<file path="config.mk">
export PLATFORM = sky130hd
export DESIGN_NAME = alu
export DESIGN_NICKNAME = d
export VERILOG_FILES = /design/src/rtl/alu_pkg.sv /design/src/rtl/seg7_decoder.sv /design/src/rtl/alu.sv
export SDC_FILE = /design/constraint.sdc
export NUM_CORES = 1
export LEC_CHECK = 0
export CAP_MARGIN = 10
export CORE_MARGIN = 5
export CORE_UTILIZATION = 52
export CTS_CLUSTER_DIAMETER = 60
export DETAILED_ROUTE_END_ITERATION = 8
export HOLD_SLACK_MARGIN = 0.02
export PLACE_DENSITY_LB_ADDON = 0.2
export SLEW_MARGIN = 15
export SYNTH_ARGS = -nofsm -noshare
export SYNTH_HDL_FRONTEND = slang
export SYNTH_SLANG_ARGS = --single-unit
</file>
<file path="constraint.sdc">
create_clock -name clk -period 1 [get_ports clk]
set_input_delay 0.15 -clock clk [delete_from_list [all_inputs] [get_ports clk]]
set_output_delay 0.15 -clock clk [all_outputs]
set_load 0.1 [all_outputs]
</file>
<file path="src/rtl/alu_pkg.sv">
// Shared opcode/glyph constants and BCD helpers for the seven-segment ALU.
// Glyph indices 0-9 are decimal digits; the rest select symbols or blank.
package alu_pkg;

    localparam int RES_W = 11;

    localparam logic [5:0] OP_ADD = 6'b100000;
    localparam logic [5:0] OP_SUB = 6'b010000;
    localparam logic [5:0] OP_MUL = 6'b001000;
    localparam logic [5:0] OP_DIV = 6'b000100;
    localparam logic [5:0] OP_XOR = 6'b000010;
    localparam logic [5:0] OP_SQR = 6'b000001;

    typedef logic [3:0] glyph_t;

    localparam glyph_t GLYPH_MINUS = 4'd10;
    localparam glyph_t GLYPH_E     = 4'd11;
    localparam glyph_t GLYPH_R     = 4'd12;
    localparam glyph_t GLYPH_BLANK = 4'd13;

    // Segment order {g,f,e,d,c,b,a}; entry 0 is the digit '0'.
    localparam logic [9:0][6:0] SEG_DIGITS = {
        7'h6F, 7'h7F, 7'h07, 7'h7D, 7'h6D, 7'h66, 7'h4F, 7'h5B, 7'h06, 7'h3F
    };
    localparam logic [6:0] SEG_MINUS = 7'h40;
    localparam logic [6:0] SEG_E     = 7'h79;
    localparam logic [6:0] SEG_R     = 7'h50;
    localparam logic [6:0] SEG_BLANK = 7'h00;

    typedef struct packed {
        logic [3:0] hun;
        logic [3:0] ten;
        logic [3:0] uni;
    } bcd3_t;

    typedef struct packed {
        logic [3:0] ten;
        logic [3:0] uni;
    } bcd2_t;

    // Shift-and-add-3; results never exceed 961 so three digits suffice.
    function automatic bcd3_t bin2bcd3(input logic [RES_W-1:0] bin);
        logic [RES_W+11:0] sh;
        sh = {12'd0, bin};
        for (int i = 0; i < RES_W; i++) begin
            if (sh[RES_W+3:RES_W] > 4'd4)    sh[RES_W+3:RES_W]    = sh[RES_W+3:RES_W] + 4'd3;
            if (sh[RES_W+7:RES_W+4] > 4'd4)  sh[RES_W+7:RES_W+4]  = sh[RES_W+7:RES_W+4] + 4'd3;
            if (sh[RES_W+11:RES_W+8] > 4'd4) sh[RES_W+11:RES_W+8] = sh[RES_W+11:RES_W+8] + 4'd3;
            sh = sh << 1;
        end
        return bcd3_t'(sh[RES_W+11:RES_W]);
    endfunction

    function automatic bcd2_t bin2bcd2(input logic [4:0] bin);
        logic [12:0] sh;
        sh = {8'd0, bin};
        for (int i = 0; i < 5; i++) begin
            if (sh[8:5] > 4'd4)  sh[8:5]  = sh[8:5] + 4'd3;
            if (sh[12:9] > 4'd4) sh[12:9] = sh[12:9] + 4'd3;
            sh = sh << 1;
        end
        return bcd2_t'(sh[12:5]);
    endfunction

    // A zero digit becomes blank only when the caller says it is a leading zero.
    function automatic glyph_t digit_glyph(input logic [3:0] d, input logic may_blank);
        return (may_blank && d == 4'd0) ? GLYPH_BLANK : glyph_t'(d);
    endfunction

endpackage

</file>
<file path="src/rtl/seg7_decoder.sv">
// Maps a 4-bit glyph index (digit, minus, E, r, blank) to a {g..a} segment pattern.
module seg7_decoder
    import alu_pkg::*;
(
    input  logic [3:0] glyph_i,
    output logic [6:0] seg_o
);

    always_comb begin
        seg_o = SEG_BLANK;
        if (glyph_i < 4'd10) begin
            seg_o = SEG_DIGITS[glyph_i];
        end else begin
            case (glyph_i)
                GLYPH_MINUS: seg_o = SEG_MINUS;
                GLYPH_E:     seg_o = SEG_E;
                GLYPH_R:     seg_o = SEG_R;
                default:     seg_o = SEG_BLANK;
            endcase
        end
    end

endmodule

</file>
<file path="src/rtl/alu.sv">
// Five-bit ALU driving six registered seven-segment digits (d1 leftmost).
// Build option ALU_LEADING_ZERO_BLANK_EN blanks leading zeros in each numeric field.
module alu
    import alu_pkg::*;
(
    input  logic       clk,
    input  logic       rst,
    input  logic [9:0] operand,
    input  logic [5:0] opcode,
    output logic [6:0] d1,
    output logic [6:0] d2,
    output logic [6:0] d3,
    output logic [6:0] d4,
    output logic [6:0] d5,
    output logic [6:0] d6
);

`ifdef ALU_LEADING_ZERO_BLANK_EN
    localparam logic LZ_BLANK = 1'b1;
`else
    localparam logic LZ_BLANK = 1'b0;
`endif

    logic [4:0]       a;
    logic [4:0]       b;
    logic [RES_W-1:0] mag;
    logic             neg;
    logic             op_valid;
    logic             op_div;
    logic             div_by_zero;
    logic [4:0]       quo;
    logic [4:0]       rem;
    bcd3_t            mag_bcd;
    bcd2_t            quo_bcd;
    bcd2_t            rem_bcd;
    glyph_t           glyph [6];
    logic [6:0]       seg_d [6];
    logic [6:0]       seg_q [6];

    assign a = operand[9:5];
    assign b = operand[4:0];

    // Signed results are carried as sign + magnitude, which is what the display needs.
    always_comb begin
        mag      = '0;
        neg      = 1'b0;
        op_valid = 1'b1;
        op_div   = 1'b0;
        case (opcode)
            OP_ADD: mag = RES_W'(a) + RES_W'(b);
            OP_SUB: begin
                if (a < b) begin
                    neg = 1'b1;
                    mag = RES_W'(b) - RES_W'(a);
                end else begin
                    mag = RES_W'(a) - RES_W'(b);
                end
            end
            OP_MUL:  mag = RES_W'(a) * RES_W'(b);
            OP_DIV:  op_div = 1'b1;
            OP_XOR:  mag = RES_W'(a ^ b);
            OP_SQR:  mag = RES_W'(b) * RES_W'(b);
            default: op_valid = 1'b0;
        endcase
    end

    assign div_by_zero = (b == 5'd0);
    assign quo         = div_by_zero ? 5'd0 : a / b;
    assign rem         = div_by_zero ? 5'd0 : a % b;

    assign mag_bcd = bin2bcd3(mag);
    assign quo_bcd = bin2bcd2(quo);
    assign rem_bcd = bin2bcd2(rem);

    always_comb begin
        for (int i = 0; i < 6; i++) begin
            glyph[i] = GLYPH_BLANK;
        end
        if (op_valid) begin
            if (op_div) begin
                if (div_by_zero) begin
                    glyph[3] = GLYPH_E;
                    glyph[4] = GLYPH_R;
                    glyph[5] = GLYPH_R;
                end else begin
                    glyph[0] = digit_glyph(quo_bcd.ten, LZ_BLANK);
                    glyph[1] = digit_glyph(quo_bcd.uni, 1'b0);
                    glyph[3] = GLYPH_R;
                    glyph[4] = digit_glyph(rem_bcd.ten, LZ_BLANK);
                    glyph[5] = digit_glyph(rem_bcd.uni, 1'b0);
                end
            end else begin
                glyph[0] = neg ? GLYPH_MINUS : GLYPH_BLANK;
                glyph[3] = digit_glyph(mag_bcd.hun, LZ_BLANK);
                glyph[4] = digit_glyph(mag_bcd.ten, LZ_BLANK && (mag_bcd.hun == 4'd0));
                glyph[5] = digit_glyph(mag_bcd.uni, 1'b0);
            end
        end
    end

    // Decode before the register so every digit changes together on one edge.
    generate
        for (genvar gi = 0; gi < 6; gi++) begin : g_digit
            seg7_decoder u_dec (
                .glyph_i (glyph[gi]),
                .seg_o   (seg_d[gi])
            );

            always_ff @(posedge clk or posedge rst) begin
                if (rst) begin
                    seg_q[gi] <= SEG_BLANK;
                end else begin
                    seg_q[gi] <= seg_d[gi];
                end
            end
        end
    endgenerate

    assign d1 = seg_q[0];
    assign d2 = seg_q[1];
    assign d3 = seg_q[2];
    assign d4 = seg_q[3];
    assign d5 = seg_q[4];
    assign d6 = seg_q[5];

endmodule

</file>
==> key figures, run 1 <==
GRT
  • Pin count of the biggest net entering global routing: 36
  • Global route overflow: 1500
  • Total GRT Usage: 0.9786

Outcome
  • Error msg: [ERROR GRT-0232] Routing congestion too high. Check the congestion heatmap in the GUI.
  • Result of the run: stopped before the end
  • Last stage reached: 5_1_grt

Clocking
  • CTS hold repair buffers: 0
  • CTS sink count: 35
  • TritonCTS Buffers: 5
  • Root Buffer: clkbuf_16
  • Clock Path Buffers: 2
  • CTS H-tree depth: 2

Floorplan
  • Die X-Extent: 128.9 um
  • Ports: 60
  • Die Y: 128.9 um
  • Initial Utilization: 0.5300
  • Rows: 43

Synthesis
  • Yosys warns: 0
  • Mapped cell area: 7357 um2
  • Ys async rst share: 1.000
  • Synth unique cells: 101
  • Mapped Avg Cell Area: 7.936 um2
  • Cells after Synth: 927
  • Top_reg_cell synth: dfrtp_1
  • FF+latch count, synth: 35
  • Sequential element share of the synthesized area: 0.1190
  • EDFF count, synth: 0

Place
  • Port Buffers: 52
  • DP HPWL: 19710 um
  • Final GP Congestion: 0.9604

STA
  • Worst End Pin Type: register input
  • Worst_ep grt: d5[6]$_DFF_PP0_/D
-- cell usage after synthesis, types with 8 or more instances --
library cell	instances	area [um2]
nand2b_1	11	68.82
o21ai_0	55	275.3
xnor2_1	17	148.9
and2_1	11	68.82
nand3_1	11	55.05
nand2_1	73	274.0
nor3b_1	9	67.56
buf_4	9	67.56
and3_1	8	50.05
inv_1	72	270.3
a21o_1	10	75.07
o31a_1	8	70.07
nor2b_1	11	68.82
o21a_1	17	127.6
xor2_1	13	113.9
a211oi_1	16	120.1
mux2i_1	26	260.3
o31ai_1	9	67.56
or2_2	9	56.30
nor2_1	80	300.3
dfrtp_1	35	875.8
a21oi_1	48	240.2
clkbuf_1	13	48.80
o211ai_1	8	60.06
or3_1	10	62.56
o22ai_1	9	56.30
a31oi_1	13	81.33
fa_1	16	320.3
ha_1	118	1476
nor3_1	28	140.1
-- per-layer routing --
| metal | overflow | track usage |
|---|---|---|
| met5 | 2 | 0.2882 |
| met4 | 350 | 1.118 |
| met3 | 15 | 0.7352 |
| met2 | 1123 | 1.307 |
| met1 | 10 | 0.8557 |
-- cell families after synthesis --
| group | share of synthesized area |
|---|---|
| buffers and inverters | 0.05986 |
| other | 0.0005097 |
| AOI/OAI and AO/OA | 0.2730 |
| xor gates and xnor gates | 0.03571 |
| and+or+nand+nor | 0.2165 |
| adders and majority gates | 0.2442 |
| DFF | 0.1190 |
| muxes | 0.05119 |
-- timing repair --
item,in CTS
pin swaps,92
gates resized for setup,177
setup buffers,74
setup endpoints to repair,70
-- stage by stage --
| step | worst slack, ns | std cells | utilization | TNS, ns | cell area [um2] |
|---|---|---|---|---|---|
| after floorplan | -9.073 | 933 | - | -246.91 | 7978 |
| after global placement | -9.132 | 1484 | 0.8272 | -264.13 | 11480 |
| after detailed placement | -9.573 | 1484 | 0.8272 | -275.67 | 11480 |
| after CTS | -8.648 | 1564 | 0.9169 | -241.20 | 12730 |
==> run 2: changes to the inputs <==
- CORE_UTILIZATION: 52 -> 37
- CTS_CLUSTER_DIAMETER: 60 -> unset
- HOLD_SLACK_MARGIN: 0.02 -> unset
- PLACE_DENSITY_LB_ADDON: 0.2 -> 0.15
==> run 2 against run 1 <==
Synthesized area did not move; synthesized cell count is the same; the flow now finishes, with violations (negative setup slack).
==> key figures, run 2 <==
Floorplan
  • Die area: 22800 um2
  • Core ar.: 19530 um2
  • Die X-Extent: 151.0 um (+17%)
  • Rows: 51 (+19%)
  • Initial Utilization: 0.3768 (-0.1532)
  • Die Y: 151.0 um (+17%)
  • Ports: 60 (unchanged)

Route
  • Mean routed wirelength per cell: 15.32 um
  • Mean number of vias per cell: 5.280
  • Routed via count: 8833
  • Total routed wirelength: 25620 um
  • Drc violations: 0
  • Post-route ant nets: 0
  • DR pass1 iterations: 5
  • Iteration-0 DRC Markers: 403

Power and ir drop
  • Comb pwr share: 0.750
  • Clock power frac: 0.118
  • Max VDD drop: 0.8071 mV
  • Internal Power: 7.177 mW
  • Post-layout power: 12.69 mW
  • Switching power: 5.515 mW
  • Power per cell area: 948.0 nW/um2
  • Leakage: 6.156 nW
  • Switching share of power: 0.4345
  • Seq pwr share: 0.131

Layout
  • Non-filler cells, final: 1673
  • P&R area growth vs syn: 81.99%
  • Fraction of layout cells with a size suffix above 1: 0.5462
  • Most frequent cells in the layout: buf_4 (411), ha_1 (68), nand2_1 (65)
  • NumNets Final: 1559
  • Commonest non-fill, non-tap cell in the layout: buf_4
  • FILL cells: 1512
  • Register Area: 918.4 um2
  • Final core utilization: 0.6857
  • Area occupied by multi-input gates: 7317 um2
  • Antenna cells: 0

Synthesis
  • Top cell type's share of synthesized area: 0.2007 (unchanged)
  • Top_reg_cell synth: dfrtp_1
  • Sequential element share of the synthesized area: 0.1190 (unchanged)
  • Mapped Avg Cell Area: 7.936 um2 (unchanged)
  • Most frequent cells after synthesis: ha_1 (118), nor2_1 (80), nand2_1 (73)
  • Top area cells in the synthesized netlist: ha_1 (20%), dfrtp_1 (12%), fa_1 (4.4%), nor2_1 (4.1%), o21ai_0 (3.7%)
  • EDFF count, synth: 0 (unchanged)
  • FF+latch count, synth: 35 (unchanged)
  • Count leader, synth: ha_1
  • Post-synth top area cell: ha_1
  • Synth unique cells: 101 (unchanged)
  • Mapped cell area: 7357 um2 (unchanged)
  • Cells after Synth: 927 (unchanged)
  • Yosys warns: 0 (unchanged)
  • Ys async rst share: 1.000 (unchanged)

STA
  • RSZ-0062 raised after global routing: yes
  • Fin. max-slew vios: 0
  • F_max: 105.5 MHz
  • Max_slew headroom: 0.5254
  • Hold Fails Final Rpt: 0
  • Final WS setup: -8.478 ns
  • Final setup viols: 70
  • Final min period: 9.478 ns
  • Fin Setup TNS: -242.74 ns
  • Worst-margin pin slew: 0.7064 ns
  • Fin crit share: 9.478

Critical path
  • Critical path class: input port to register
  • CP required: 1.20 ns
  • Critical Path Slowest Stage Cell: fa_1
  • CP Max Fanout: 5
  • Crit start category: input port
  • Crit path top cell by count: ha_4
  • Data arrival, critical path: 9.67 ns
  • Worst setup EP type: register
  • Worst path max stage delay: 0.57 ns

Hold path
  • Hold WC Path Type: input port to async pin

GRT
  • Initial antenna violation count: 0
  • Global-route wire length before repair: 41310 um
  • Global route overflow: 0
  • Vias in the first global route: 8908
  • Pin count of the biggest net entering global routing: 36
  • Total GRT Usage: 0.2177

Clocking
  • CTS clk-pin slew, worst paths: 0.05 ns
  • TritonCTS Buffers: 5 (unchanged)
  • Clock Path Buffers: 2 (unchanged)
  • Root Buffer: clkbuf_16
  • CTS hold repair buffers: 0 (unchanged)
  • CTS sink count: 35 (unchanged)
  • CTS tree: yes
  • CTS H-tree depth: 2 (unchanged)

Place
  • DP HPWL: 19020 um (-3.5%)
  • Placed cells: 1576 (+6.2%)
  • Final GP Congestion: 0.9023 (-6.0%)
  • Port Buffers: 52 (unchanged)

Outcome
  • Failing checks: negative setup slack
  • Result of the run: finished, violations left

Run
  • Max_cap viols: 0
run 2: cell counts after synthesis:
No cell type changed its count.
run 2: final timing paths:
check / startpoint / end / slack [ns]
max: operand[6] / d5[6]$_DFF_PP0_ / -8.48
min: rst / d5[6]$_DFF_PP0_ / 0.22
max in group asynchronous: rst / d1[6]$_DFF_PP0_ / 0.59
min in group clk: opcode[5] / d1[5]$_DFF_PP0_ / 0.83
run 2: logic make-up after synthesis:
kind of cell | Yosys count | share of synthesized area
buffers and inverters | 105 | 0.05986
flip-flops | 35 | 0.1190
AND/OR/NAND/NOR | 306 | 0.2165
AO/OA/AOI/OAI | 281 | 0.2730
XOR/XNOR | 30 | 0.03571
multiplexers | 35 | 0.05119
other | 1 | 0.0005097
adder cells (fa/ha/maj) | 134 | 0.2442
run 2: worst max-delay path: cells and delay by family:
family          cells  cell delay, ns
buf+inv             7            0.63
simple gates       10            1.86
xor+xnor            4            0.49
fa+ha+maj          12            3.27
compound gates     17            3.25
run 2: cell type report:
class	instances	share of cell area
clock inverter	3	0.001495
clock buffer	5	0.009345
timing repair buffer	495	0.3250
tap	265	0.02476
sequential	35	0.06859
inverter	77	0.02430
multi-input combinational	793	0.5465
run 2: routing by layer:
metal  track usage  vias up  share of wire
met2        0.4041      208           0.51
met3       0.01227       62          0.035
met5             0        -              0
met1        0.2678     4207           0.42
li1              -     4356              -
met4       0.07072        0          0.031
run 2: power by group through the flow:
stage | logic (mW) | registers (mW) | clock network, mW
floorplan | 4.08 | 2.52 | 0
global placement | 7.90 | 1.68 | 0
detailed placement | 8.04 | 1.69 | 0
CTS | 8.98 | 1.67 | 1.53
global route | 10.3 | 1.68 | 1.59
finish | 9.53 | 1.67 | 1.50
run 2: timing repair:
item                       4_1_cts  5_1_grt
buffers inserted                68       22
pin swaps                       96       41
resized for setup              187       72
setup endpoints to repair       70       70
run 2: stage by stage:
step           hold slack, ns  instance area [um2]  setup WS (ns)
2_1_floorplan          0.3019                 7978         -9.073
3_3_place_gp           0.5134                11630         -9.201
3_5_place_dp           0.5276                11630         -9.501
4_1_cts                0.2309                12910         -8.403
5_1_grt                0.2646                13390         -8.866
6_report               0.2195                13390         -8.478
No activity file was read; power rests on OpenSTA's default activity.
